<file path="config.mk">
export PLATFORM = sky130hd
export DESIGN_NAME = scroll_scan_ctrl
export DESIGN_NICKNAME = d
export VERILOG_FILES = /design/src/rtl/scroll_scan_ctrl_pkg.sv /design/src/rtl/scroll_scan_ctrl_tick_gen.sv /design/src/rtl/scroll_scan_ctrl.sv
export SDC_FILE = /design/constraint.sdc
export NUM_CORES = 1
export LEC_CHECK = 0
export ABC_AREA = 1
export BUFFER_PORTS_ARGS = -buffer_cell sky130_fd_sc_hd__clkbuf_2
export CORE_ASPECT_RATIO = 0.9
export CORE_MARGIN = 5
export CORE_UTILIZATION = 30
export DETAILED_ROUTE_END_ITERATION = 7
export HOLD_SLACK_MARGIN = 0.1
export PLACE_DENSITY = 0.43
export SYNTH_ARGS = -nofsm -noshare
export SYNTH_HDL_FRONTEND = slang
export SYNTH_SLANG_ARGS = --single-unit
</file>
<file path="constraint.sdc">
create_clock -name clk -period 2.2 [get_ports clk]
set_input_delay 0.22 -clock clk [delete_from_list [all_inputs] [get_ports clk]]
set_output_delay 0.22 -clock clk [all_outputs]
set_load 0.02 [all_outputs]
</file>
<file path="src/rtl/scroll_scan_ctrl_pkg.sv">
// scroll_scan_ctrl_pkg
// Shared types and constants for the scrolling student-number display sequencer.
//   state_e          : sequencer state (IDLE, RUN, PAUSE)
//   BLANK_DIGIT      : BCD code the segment decoder renders as an unlit digit
//   DEF_*            : default timing and geometry for a 50 MHz board
package scroll_scan_ctrl_pkg;

  typedef enum logic [1:0] {
    IDLE  = 2'd0,
    RUN   = 2'd1,
    PAUSE = 2'd2
  } state_e;

  localparam logic [3:0] BLANK_DIGIT = 4'hF;

  localparam int unsigned DEF_STEP_CYCLES = 25000000;  // 0.5 s scroll step
  localparam int unsigned DEF_SCAN_CYCLES = 50000;     // 1 ms per digit slot
  localparam int unsigned DEF_MSG_LEN     = 8;
  localparam int unsigned DEF_DISP_DIGITS = 4;

endpackage

</file>
<file path="src/rtl/scroll_scan_ctrl_tick_gen.sv">
// scroll_scan_ctrl_tick_gen
// Prescaler counting 0..CYCLES-1 while enabled, producing a one-cycle tick on the
// last count. Holds its count when disabled.
//   clk     : system clock
//   rst     : synchronous active-high reset
//   i_en    : count enable
//   i_clr   : synchronous clear, overrides i_en
//   o_tick  : high while enabled and the count sits at CYCLES-1
module scroll_scan_ctrl_tick_gen #(
  parameter int unsigned CYCLES = 2
) (
  input  logic clk,
  input  logic rst,
  input  logic i_en,
  input  logic i_clr,
  output logic o_tick
);

  localparam int unsigned CW = (CYCLES > 1) ? $clog2(CYCLES) : 1;
  localparam logic [CW-1:0] LAST = CW'(CYCLES - 1);

  logic [CW-1:0] r_count;
  logic          w_at_last;

  assign w_at_last = (r_count == LAST);
  assign o_tick    = i_en & w_at_last;

  always_ff @(posedge clk) begin
    if (rst || i_clr) begin
      r_count <= '0;
    end else if (i_en) begin
      r_count <= w_at_last ? '0 : r_count + 1'b1;
    end
  end

endmodule

</file>
<file path="src/rtl/scroll_scan_ctrl.sv">
// scroll_scan_ctrl
// Scrolls an MSG_LEN-digit message through a DISP_DIGITS-wide multiplexed 7-segment
// window. A slow step prescaler advances the scroll offset; a fast scan prescaler
// rotates the enabled digit.
//   clk, rst        : clock, synchronous active-high reset
//   start           : pulse, (re)start scrolling from offset 0
//   pause           : level, freeze scrolling (scan keeps running)
//   loop            : level, 1 = wrap after last step, 0 = one-shot
//   wr_en/addr/data : message buffer write port, honoured only in IDLE
//   an              : active-low digit enables
//   digit           : BCD value for the enabled digit (BLANK_DIGIT = off)
//   pos             : current scroll offset
//   busy            : high in RUN or PAUSE
//   done            : one-cycle pulse when a one-shot scroll finishes
module scroll_scan_ctrl
  import scroll_scan_ctrl_pkg::*;
#(
  parameter int unsigned STEP_CYCLES = DEF_STEP_CYCLES,
  parameter int unsigned SCAN_CYCLES = DEF_SCAN_CYCLES,
  parameter int unsigned MSG_LEN     = DEF_MSG_LEN,
  parameter int unsigned DISP_DIGITS = DEF_DISP_DIGITS
) (
  input  logic                       clk,
  input  logic                       rst,
  input  logic                       start,
  input  logic                       pause,
  input  logic                       loop,
  input  logic                       wr_en,
  input  logic [$clog2(MSG_LEN)-1:0] wr_addr,
  input  logic [3:0]                 wr_data,
  output logic [DISP_DIGITS-1:0]     an,
  output logic [3:0]                 digit,
  output logic [$clog2(MSG_LEN)-1:0] pos,
  output logic                       busy,
  output logic                       done
);

  localparam int unsigned PW    = $clog2(MSG_LEN);
  localparam int unsigned SEL_W = $clog2(DISP_DIGITS);
  // Wide enough to hold pos + scan_sel without overflow.
  localparam int unsigned IW    = PW + SEL_W;

  localparam logic [PW-1:0]    POS_LAST = PW'(MSG_LEN - 1);
  localparam logic [SEL_W-1:0] SEL_LAST = SEL_W'(DISP_DIGITS - 1);
  localparam logic [PW:0]      LEN_W    = (PW + 1)'(MSG_LEN);
  localparam logic [IW-1:0]    LEN_I    = IW'(MSG_LEN);

  state_e              r_state;
  logic [PW-1:0]       r_pos;
  logic                r_busy;
  logic                r_done;
  logic [SEL_W-1:0]    r_scan_sel;
  logic [3:0]          r_buf [MSG_LEN];
  logic [DISP_DIGITS-1:0] r_an;
  logic [3:0]          r_digit;

  logic                w_step_en;
  logic                w_step_clr;
  logic                w_step_tick;
  logic                w_scan_tick;
  logic                w_final_step;
  logic                w_wr_ok;
  logic [IW-1:0]       w_win_idx;
  logic                w_win_valid;
  logic [3:0]          w_digit_next;

  // Step prescaler only advances in RUN; IDLE keeps it cleared so every run starts
  // from a full step period.
  assign w_step_en  = (r_state == RUN);
  assign w_step_clr = start | (r_state == IDLE);

  scroll_scan_ctrl_tick_gen #(
    .CYCLES (STEP_CYCLES)
  ) u_step_gen (
    .clk    (clk),
    .rst    (rst),
    .i_en   (w_step_en),
    .i_clr  (w_step_clr),
    .o_tick (w_step_tick)
  );

  scroll_scan_ctrl_tick_gen #(
    .CYCLES (SCAN_CYCLES)
  ) u_scan_gen (
    .clk    (clk),
    .rst    (rst),
    .i_en   (1'b1),
    .i_clr  (1'b0),
    .o_tick (w_scan_tick)
  );

  assign w_final_step = w_step_tick & (r_pos == POS_LAST) & ~loop;

  // Sequencer: start wins over everything, including a same-cycle pause.
  always_ff @(posedge clk) begin
    if (rst) begin
      r_state <= IDLE;
      r_pos   <= '0;
      r_busy  <= 1'b0;
      r_done  <= 1'b0;
    end else begin
      r_done <= 1'b0;
      if (start) begin
        r_state <= RUN;
        r_pos   <= '0;
        r_busy  <= 1'b1;
      end else begin
        unique case (r_state)
          IDLE: begin
            r_busy <= 1'b0;
          end
          RUN: begin
            if (w_final_step) begin
              r_pos   <= '0;
              r_done  <= 1'b1;
              r_state <= IDLE;
              r_busy  <= 1'b0;
            end else begin
              if (w_step_tick) begin
                r_pos <= (r_pos == POS_LAST) ? '0 : r_pos + 1'b1;
              end
              if (pause) begin
                r_state <= PAUSE;
              end
            end
          end
          PAUSE: begin
            if (!pause) begin
              r_state <= RUN;
            end
          end
          default: begin
            r_state <= IDLE;
            r_busy  <= 1'b0;
          end
        endcase
      end
    end
  end

  // Writes are only accepted while idle, so the visible message never tears mid-scroll.
  assign w_wr_ok = wr_en & (r_state == IDLE) & ({1'b0, wr_addr} < LEN_W);

  always_ff @(posedge clk) begin
    if (rst) begin
      for (int i = 0; i < int'(MSG_LEN); i++) begin
        r_buf[i] <= BLANK_DIGIT;
      end
    end else if (w_wr_ok) begin
      r_buf[wr_addr] <= wr_data;
    end
  end

  always_ff @(posedge clk) begin
    if (rst) begin
      r_scan_sel <= '0;
    end else if (w_scan_tick) begin
      r_scan_sel <= (r_scan_sel == SEL_LAST) ? '0 : r_scan_sel + 1'b1;
    end
  end

  // The window does not wrap into the buffer start: slots past the end are blank.
  assign w_win_idx   = IW'(r_pos) + IW'(r_scan_sel);
  assign w_win_valid = (w_win_idx < LEN_I);

  always_comb begin
    w_digit_next = BLANK_DIGIT;
    if (w_win_valid) begin
      w_digit_next = r_buf[w_win_idx[PW-1:0]];
    end
  end

  // an and digit share one register stage so they always describe the same slot.
  always_ff @(posedge clk) begin
    if (rst) begin
      r_an    <= ~(DISP_DIGITS)'(1);
      r_digit <= BLANK_DIGIT;
    end else begin
      r_an    <= ~((DISP_DIGITS)'(1) << r_scan_sel);
      r_digit <= w_digit_next;
    end
  end

  assign an    = r_an;
  assign digit = r_digit;
  assign pos   = r_pos;
  assign busy  = r_busy;
  assign done  = r_done;

endmodule
</file>
==> key figures, run 1 <==
GRT
  • GR Util met2: 18.8%
  • Global route overflow: 0
  • Via count of the first global-routing pass: 3168
  • Total track usage: 12.4%
  • Met3 Usage GRT: 4.43%
  • Met1 Track Usage GR: 17.0%
  • Initial antenna violation count: 0
  • GRT busiest layer: met2
  • First-pass GRT wire length: ~16000 um
  • Largest net degree at the start of global routing: 17

Setup path
  • Buffers & Inverters on Critical Path: 1
  • Crit path cell chain: ha_1 -> fa_1 -> inv_1 -> a21oi_1 -> a221o_1 -> nand3_1
  • CP Depth: 6
  • Number of cells on the worst reg-to-reg path: 6
  • Worst path required time: 2410 ps
  • Worst path top cell family by delay: adder cells
  • Worst Path Arrival: 2220 ps
  • Crit Path Max Fanout: 9
  • Worst setup path class: flip-flop to flip-flop
  • Slowest CP cell: fa_1
  • CP max stage delay: 680 ps
  • CP Launch Type: flip-flop
  • Element type at the critical path end: flip-flop

Layout
  • Layout Cells excl Fill: 744
  • Nets: 570
  • N_diodes: 0
  • Most frequent cells in the layout: 124 x nand2_1, 67 x inv_1, 64 x nor2_1
  • Area grow syn2layout: 16.0%
  • Share of layout cells above drive strength 1: 12.5%
  • Most common cell after layout, fill and taps aside: nand2_1
  • Filler instances: between 1000 and 1500

Place
  • DPL Wire Length: 7290 um
  • # port buffers: 25
  • Dpl cells: 727
  • Routability Congestion: 0.814
  • Pre-CTS setup slack: 218 ps

Clock network
  • CTS root buf: clkbuf_16
  • Resized cells post-CTS: 0
  • Buffer count from post-CTS setup fixing: 0
  • CTS max path bufs: 2
  • Clk Latency, worst-skew pair: 340 ps
  • Num CTS Buffers: 9
  • Worst-path clk slew: 70 ps
  • # clock sinks: 90
  • Htree depth: 3
  • CTS tree: done
  • CTS Hold Bufs: 1

Min path
  • Hold Path Class: input pin to flip-flop
  • Min-Delay Path Depth: 2

Floorplanning
  • Initial Util: 30.3%
  • DIE AREA: ~17000 um^2
  • Die X: 135 um
  • CORE AREA: 13900 um^2
  • # IOs: 26
  • Site row count: just over 40
  • Overall die height: ~120 um

STA
  • Tmin final: 2000 ps
  • Worst Max-Slew Pin Slew: about 700 ps
  • Max-slew violations: 0
  • Setup Skew: 7.56 ps
  • Final setup margin: 196 ps
  • Final count of hold timing violations: 0
  • Max Freq: ~500 MHz
  • Fin crit share: approximately nine tenths
  • Unrepaired setup endpoints after global routing: false
  • Slew margin rel.: 53.7%
  • Hold_ws: 158 ps
  • Final setup vio count: 0
  • Setup TNS: 0 ps

Yosys
  • Mux cell area share after synthesis: 0%
  • Synthesized-area fraction occupied by adder cells: 3.44%
  • Sequential area share after synthesis: 50.3%
  • Compound-Gate Fraction of Synth Area: 9.88%
  • Simple-gate share of the synthesized area: 27.6%
  • Xor/xnor share of the synthesized area: 1.45%
  • Seq cells post-synth: 90
  • Mapped Nets: 537
  • Synth warn: 0
  • Largest family of logic cells by synthesized area: simple AND/OR/NAND/NOR gates
  • Cell Area, Synth: 4220 um^2
  • Main area contributors after synthesis: dfxtp_1 28%, edfxtp_1 23%, nand2_1 11%
  • Cell taking the most area after synthesis: dfxtp_1
  • Top cell type's share of synthesized area: 27.5%
  • Syn_area_per_cell: 8.22 um^2
  • Mapped Cells: 513
  • Synth unique cells: 39

Drt
  • Number of remaining DRC errors: 0
  • Antenna-violating nets left: 0
  • DR pass1 iterations: 4
  • DR iter-0 viols: 221
  • DR vias/cell: 4.42
  • Drt wl/cell: 12.8 um
  • Via count: 3290
  • Routed WL: 9550 um

Pwr
  • PwrDens: about 710 nW/um^2
  • Final Total Pwr: 3.48 mW
  • IR drop worst, VDD: 0.456 mV
  • Leak: around 1.8 nW

Flow run
  • Max-Cap Viols: 0

Outcome
  • Status: finished, final reports clean
[area by class of cell]
cell class / instances / area (um^2) / area share, %
multi-input cells: 345 / 1790 / 36.5
repair buffers: 29 / 158 / 3.22
inverters: 71 / 267 / 5.45
flip-flops and latches: 90 / 2120 / 43.4
clock buffers: 11 / 255 / 5.22
well taps: 193 / 241 / 4.94
clock inverters: 5 / 60.1 / 1.23
[cell usage after synthesis (all sizes together)]
library cell and count:
buf 4, a211oi 3, inv 71, nand2 129, a21oi 40, a221oi 1, nand4 6, o21a 1
nor3b 6, or2 3, nor2 72, and3 2, fa 1, nor4 1, nor3 7, o22ai 2
o21ai 15, nand3 28, xnor2 3, o211a 1, nand3b 2, edfxtp 32, xor2 4, dfxtp 58
clkbuf 3, ha 10, a221o 8
[worst paths after layout]
kind | startpoint | endpoint | slack (ps)
worst min-delay path | rst | an[0] | 160
worst min register to register | u_scan_gen.r_count[0] | u_scan_gen.r_count[0] | 450
worst max register to register | r_scan_sel[0] | digit[0] | 200
worst max-delay path | r_scan_sel[0] | digit[0] | 200
[per-stage QoR]
step	util, %	cell area [um^2]
3_5_place_dp	32.8	4560
5_1_grt	35.2	4890
2_1_floorplan	-	4220
6_report	35.2	4890
4_1_cts	35.2	4890
3_3_place_gp	32.8	4560
[sequential cells by signal, indices dropped and copies added, names as in the netlist]
| register | cells |
|---|---|
| r_buf | 32 |
| u_step_gen.r_count | 25 |
| u_scan_gen.r_count | 16 |
| an | 4 |
| digit | 4 |
| pos | 3 |
| r_scan_sel | 2 |
| r_state | 2 |
| busy | 1 |
| done | 1 |
[where the power goes]
part	leakage [nW]	switching, mW	total, mW	internal, mW
registers	0.714	0.0101	1.75	1.74
clock network	0.154	0.650	1.61	0.958
logic	0.974	0.0895	0.125	0.0351
total	1.84	0.750	3.48	2.73
[cell families (layout without fill, tap and decap cells)]
logic type | count (synthesis) | in the layout
simple gates | 256 | 256
compound gates | 71 | 71
xor+xnor | 7 | 7
fa+ha+maj | 11 | 11
buf+inv | 78 | 116
flops | 90 | 90
[routing by layer]
metal | vias to the layer above | wire [um]
met3 | 7 | 469
met2 | 54 | 4270
met1 | 1488 | 4720
li1 | 1741 | -
met4 | 0 | 92
met5 | - | 0
(Power assumes the default switching activity.)
==> inputs of run 2 (changes only) <==
--- a/config.mk
+++ b/config.mk
@@ -12,7 +12,6 @@
 export CORE_UTILIZATION = 30
 export DETAILED_ROUTE_END_ITERATION = 7
 export HOLD_SLACK_MARGIN = 0.1
-export PLACE_DENSITY = 0.43
 export SYNTH_ARGS = -nofsm -noshare
 export SYNTH_HDL_FRONTEND = slang
 export SYNTH_SLANG_ARGS = --single-unit
==> key figures, run 2 (synthesis gave the netlist of run 1 again) <==
Floorplanning
  • DIE AREA: 16500 um^2 (unchanged)
  • Site row count: 41 (unchanged)
  • # IOs: 26 (unchanged)
  • Overall die height: 122 um (unchanged)
  • Die X: 135 um (unchanged)
  • Initial Util: 30.3% (unchanged)
  • CORE AREA: 13900 um^2 (unchanged)

Setup path
  • Reg2reg end: digit[2]
  • R2r startpoint: pos[0]
  • Worst setup path class: flip-flop to flip-flop
  • Reg2Reg Setup Slack: 190 ps (about the same)
  • CP startpoint: pos[0]
  • CP Launch Type: flip-flop
  • Element type at the critical path end: flip-flop
  • Worst path required time: 2410 ps (about the same)
  • Crit path to: digit[2]
  • Worst Path Arrival: 2230 ps (about the same)
  • Crit Path Max Fanout: 9 (unchanged)
  • Number of cells on the worst reg-to-reg path: 6 (unchanged)

Layout
  • Biggest regs: r_buf: 32 flops, u_step_gen.r_count: 25 flops, u_scan_gen.r_count: 16 flops
  • N_diodes: 0 (unchanged)
  • Largest reg by FF count: r_buf
  • Most frequent cells in the layout: 124 x nand2_1, 67 x inv_1, 64 x nor2_1
  • Share of layout cells above drive strength 1: 11.3% (-1.2 points)
  • Max FFs per register: 32 (unchanged)
  • Most common cell after layout, fill and taps aside: nand2_1
  • Nets: 568 (-0.35%)
  • Area grow syn2layout: 14.7%
  • Cell area after layout: 4830 um^2 (-1.1%)

Place
  • DPL Wire Length: 6930 um (-4.9%)
  • Placed cell area: 4560 um^2 (-0.16%)
  • # port buffers: 25 (unchanged)
  • Routability Congestion: 0.816 (+0.31%)

Pwr
  • Combinational power share: 3.6% (about the same)
  • IR drop worst, VDD: 0.373 mV (-18%)
  • PwrDens: 690 nW/um^2 (-3.2%)
  • Cell-internal power: 2.64 mW (-3.4%)
  • Switch share: 20.8% (-0.69 points)
  • Psw: 0.695 mW (-7.3%)
  • Final Total Pwr: 3.34 mW (-4.3%)
  • Clock share of power: 43.9% (-2.3 points)
  • Sequential share of power: 52.5% (+2.2 points)
  • Leak: 1.81 nW (-1.6%)

Outcome
  • Status: finished, final reports clean

GRT
  • Met3 Usage GRT: 2.42% (-2.0 points)
  • First-pass GRT wire length: 15100 um (-4.4%)
  • Initial antenna violation count: 0 (unchanged)
  • Global route overflow: 0 (unchanged)
  • Met1 Track Usage GR: 15.1% (-1.9 points)
  • Via count of the first global-routing pass: 3208 (+1.3%)
  • Largest net degree at the start of global routing: 17 (unchanged)
  • Total track usage: 11.4% (-0.99 points)
  • GRT busiest layer: met2
  • GR Util met2: 18.6% (-0.19 points)

STA
  • Max Freq: 497 MHz (-0.40%)
  • Tmin final: 2010 ps (+8.03 ps)
  • Final setup vio count: 0 (unchanged)
  • Setup Skew: 7.21 ps (-0.348 ps)
  • Worst Max-Slew Pin Slew: 619 ps (-69.3 ps)
  • Fin crit share: 91.5% (+0.37 points)
  • Max-slew violations: 0 (unchanged)
  • Setup TNS: 0 ps (unchanged)
  • Slew margin rel.: 58.3% (+4.7 points)
  • Final count of hold timing violations: 0 (unchanged)
  • Unrepaired setup endpoints after global routing: false

Min path
  • Hold Path Class: input pin to flip-flop

Clock network
  • # clock sinks: 90 (unchanged)
  • Buffer count from post-CTS setup fixing: 0 (unchanged)
  • Htree depth: 3 (unchanged)
  • CTS root buf: clkbuf_16
  • Worst-path clk slew: 60 ps (about the same)
  • Resized cells post-CTS: 0 (unchanged)
  • CTS tree: done
  • Num CTS Buffers: 9 (unchanged)
  • CTS max path bufs: 2 (unchanged)
  • CTS Hold Bufs: 0 (-1)
  • Clk Latency, worst-skew pair: 330 ps (about the same)

Drt
  • Drt wl/cell: 12.2 um (-5.3%)
  • DR vias/cell: 4.56 (+3.1%)
  • Number of remaining DRC errors: 0 (unchanged)
  • Routed WL: 9030 um (-5.5%)
  • DR pass1 iterations: 5 (+1)
  • DR iter-0 viols: 236 (+6.8%)
  • Antenna-violating nets left: 0 (unchanged)
  • Via count: 3383 (+2.8%)

Flow run
  • Max-Cap Viols: 0 (unchanged)
## run 2: changes by cell type in the layout (fill, tap and decap cells not counted)
cell / before / now
clkinv_4: 1 / 0
dlygate4sd3_1: 1 / 0
clkbuf_16: 10 / 9
clkinv_1: 0 / 4
clkinv_2: 1 / 0
buf_4: 3 / 2
inv_6: 1 / 0
clkbuf_2: 26 / 25
clkbuf_1: 0 / 2
clkinvlp_4: 1 / 0
## run 2: power by group through the flow
| stage | combinational [mW] | sequential [mW] | clock (mW) |
|---|---|---|---|
| final | 0.119 | 1.75 | 1.46 |
| after global routing | 0.135 | 1.75 | 1.56 |
| after CTS | 0.121 | 1.75 | 1.49 |
| after detailed placement | 0.120 | 1.79 | 0 |
| after global placement | 0.117 | 1.79 | 0 |
| after floorplan | 0.0746 | 1.79 | 0 |
## run 2: through the flow
stage	cells	setup WS (ps)	util, %	hold slack (ps)
finish	742	188	34.8	137
global route	742	23.6	34.8	165
CTS	742	206	34.8	132
detailed placement	726	210	32.8	444
global placement	726	343	32.8	428
floorplan	513	247	-	287
## run 2: final cells by class
cell class / instances / area, um^2
clock inverter: 5 / 45.0
clock buffer: 11 / 233
timing repair buffer: 27 / 140
tap: 193 / 241
inverter: 71 / 267
fill: 1437 / 9070
multi-input combinational: 345 / 1790
sequential: 90 / 2120
## run 2: how the worst min path moves through the flow
stage / startpoint / endpoint / slack (ps) / cells past startpoint
2_1_floorplan: rst / an[0] / 290 / 1
3_3_place_gp: u_scan_gen.r_count[0] / u_scan_gen.r_count[0] / 430 / 1
3_5_place_dp: u_scan_gen.r_count[0] / u_scan_gen.r_count[0] / 440 / 1
4_1_cts: pause / r_state[1] / 130 / 3
5_1_grt: pause / r_state[1] / 160 / 3
6_report: pause / r_state[1] / 140 / 3
## run 2: critical path, stage by stage (launching register included)
cell and delay [ps]:
dfxtp_1 350, ha_1 230, fa_1 680, inv_1 210
a21oi_1 180, a221o_1 160, nand3_1 70
## run 2: layer usage
metal	routed length, um	part of all wire (%)	up-vias
li1	-	-	1739
met1	4150	46	1545
met2	4220	47	87
met3	511	5.7	12
met4	139	1.5	0
met5	0	0	-
==> inputs of run 3 (changes only) <==
--- a/config.mk
+++ b/config.mk
@@ -6,10 +6,12 @@
 export NUM_CORES = 1
 export LEC_CHECK = 0
 export ABC_AREA = 1
+export ABC_CLOCK_PERIOD_IN_PS = 2200
 export BUFFER_PORTS_ARGS = -buffer_cell sky130_fd_sc_hd__clkbuf_2
-export CORE_ASPECT_RATIO = 0.9
+export CORE_ASPECT_RATIO = 0.8
 export CORE_MARGIN = 5
 export CORE_UTILIZATION = 30
+export CTS_BUF_LIST = sky130_fd_sc_hd__clkbuf_2
 export DETAILED_ROUTE_END_ITERATION = 7
 export HOLD_SLACK_MARGIN = 0.1
 export SYNTH_ARGS = -nofsm -noshare
==> key figures, run 3 (synthesis gave the netlist of run 1 again) <==
Outcome
  • Status: finished, final reports clean

Flow run
  • Max-Cap Viols: 0 (unchanged)

Clock network
  • Htree depth: 3 (unchanged)
  • Num CTS Buffers: 9 (unchanged)
  • CTS root buf: clkbuf_2
  • Worst-path clk slew: 240 ps (+180 ps)
  • # clock sinks: 90 (unchanged)
  • Clk Latency, worst-skew pair: 570 ps (+240 ps)
  • Buffer count from post-CTS setup fixing: 0 (unchanged)
  • CTS tree: done
  • CTS max path bufs: 2 (unchanged)

Pwr
  • Switch share: 22.3% (+1.4 points)
  • Leak: 1.83 nW (+0.80%)
  • IR drop worst, VDD: 0.219 mV (-41%)
  • Combinational power share: 4.7% (+1.1 points)
  • Cell-internal power: 2.29 mW (-13%)
  • Clock share of power: 35.7% (-8.2 points)
  • Sequential share of power: 59.6% (+7.1 points)
  • Psw: 0.656 mW (-5.7%)
  • PwrDens: 609 nW/um^2 (-12%)

STA
  • Slew margin rel.: 56.6% (-1.7 points)
  • Final setup vio count: 0 (unchanged)
  • Unrepaired setup endpoints after global routing: false
  • Tmin final: 2030 ps (+19.5 ps)
  • Final count of hold timing violations: 0 (unchanged)
  • Worst Max-Slew Pin Slew: 644 ps (+25.7 ps)
  • Max Freq: 492 MHz (-0.96%)
  • Max-slew violations: 0 (unchanged)
  • Setup Skew: 29.9 ps (+22.7 ps)
  • Fin crit share: 92.3% (+0.89 points)
  • Setup TNS: 0 ps (unchanged)

Place
  • Routability Congestion: 0.911 (+12%)
  • # port buffers: 25 (unchanged)
  • DPL Wire Length: 7120 um (+2.7%)
  • Dpl cells: 714 (-1.7%)

Setup path
  • CP Launch Type: flip-flop
  • Element type at the critical path end: flip-flop
  • Worst Path Arrival: 2540 ps (+310 ps)
  • Crit Path Max Fanout: 5 (-4)
  • Worst path required time: 2700 ps (+290 ps)
  • Worst setup path class: flip-flop to flip-flop

Drt
  • DR pass1 iterations: 6 (+1)
  • Number of remaining DRC errors: 0 (unchanged)
  • DR iter-0 viols: 340 (+44%)
  • DR vias/cell: 4.56 (about the same)
  • Antenna-violating nets left: 0 (unchanged)
  • Via count: 3389 (+0.18%)
  • Routed WL: 9390 um (+4.0%)
  • Drt wl/cell: 12.6 um (+3.8%)

GRT
  • Global route overflow: 0 (unchanged)
  • Total track usage: 12.3% (+0.85 points)
  • Initial antenna violation count: 1 (+1)
  • Largest net degree at the start of global routing: 17 (unchanged)
  • First-pass GRT wire length: 16000 um (+5.8%)
  • Via count of the first global-routing pass: 3345 (+4.3%)

Layout
  • Filler instances: 1385 (-3.6%)
  • Area grow syn2layout: 14.6% (about the same)
  • Nets: 581 (+2.3%)
  • Most frequent cells in the layout: 124 x nand2_1, 67 x inv_1, 64 x nor2_1
  • Max FFs per register: 32 (unchanged)
  • Largest reg by FF count: r_buf
  • Layout Cells excl Fill: 743 (+0.13%)
  • Most common cell after layout, fill and taps aside: nand2_1
  • Biggest regs: r_buf: 32 flops, u_step_gen.r_count: 25 flops, u_scan_gen.r_count: 16 flops
  • Share of layout cells above drive strength 1: 12.6% (+1.3 points)

Floorplanning
  • DIE AREA: 16500 um^2 (about the same)
  • Die X: 143 um (+5.6%)
  • Overall die height: 116 um (-5.3%)
  • Site row count: 38 (-7.3%)
  • Initial Util: 30.9% (+0.57 points)
  • # IOs: 26 (unchanged)
  • CORE AREA: 13600 um^2 (-1.8%)

Min path
  • Hold Path Class: input pin to flip-flop
run 3: changes by cell type in the layout (fill, tap and decap cells not counted), moves of 2 or more:
cell	before	now
clkinv_1	4	0
dlygate4sd3_1	0	12
bufinv_16	1	3
clkbuf_16	9	0
clkbuf_1	2	0
clkbuf_2	25	36
run 3: per-stage QoR:
stage,power [mW],setup WS [ps],hold slack [ps],area [um^2],utilization [%]
6_report,2.94,168,263,4830,35.4
5_1_grt,3.07,2.50,208,4830,35.4
4_1_cts,2.97,181,199,4830,35.4
3_5_place_dp,1.91,208,443,4550,33.3
3_3_place_gp,1.91,276,427,4550,33.3
2_1_floorplan,1.86,247,287,4220,-
run 3: timing repair:
item	in CTS	in global routing
hold endpoints to repair	44	0
hold buffers	12	0
endpoints found under the setup margin	0	3
resized for setup	0	2
run 3: power groups by stage:
stage | registers (mW) | logic (mW) | clock network, mW
after floorplan | 1.79 | 0.0746 | 0
after global placement | 1.79 | 0.118 | 0
after detailed placement | 1.79 | 0.122 | 0
after CTS | 1.76 | 0.138 | 1.07
after global routing | 1.76 | 0.153 | 1.16
final | 1.76 | 0.137 | 1.05
run 3: layer usage:
layer	up-vias	wire, um	GRT usage, %
li1	1760	-	-
met1	1553	4670	16.2
met2	72	4200	19.3
met3	4	462	3.59
met4	0	49	4.37
met5	-	0	0
run 3: worst max-delay path: stages, from the launching register on:
cell           delay, ps
dfxtp_1              500
ha_1                 190
ha_1                 160
inv_1                 60
nor2_1                80
nand3_1              120
nand2_1               90
nand2_1               90
nand2_1               70
a21oi_1               50
dlygate4sd3_1        550
run 3: area by class of cell:
cell class                      count  area, um^2  share of cell area [%]
Clock inverter                      5         103                    2.12
Clock buffer                       11        55.1                    1.14
Multi-Input combinational cell    345        1790                    37.0
Antenna cell                        1        2.50                  0.0518
Sequential cell                    90        2120                    43.9
Inverter                           71         267                    5.52
Tap cell                          180         225                    4.66
Timing Repair Buffer               40         268                    5.54
run 3: final timing paths:
check                                      startpoint  cells after the start  slack [ps]                    end
worst max-delay path                           pos[1]                     10         170             r_state[0]
worst min-delay path                       wr_addr[0]                      5         260            r_buf[4][0]
worst max register to register                 pos[1]                     10         170             r_state[0]
worst min register to register  u_scan_gen.r_count[0]                      1         470  u_scan_gen.r_count[0]
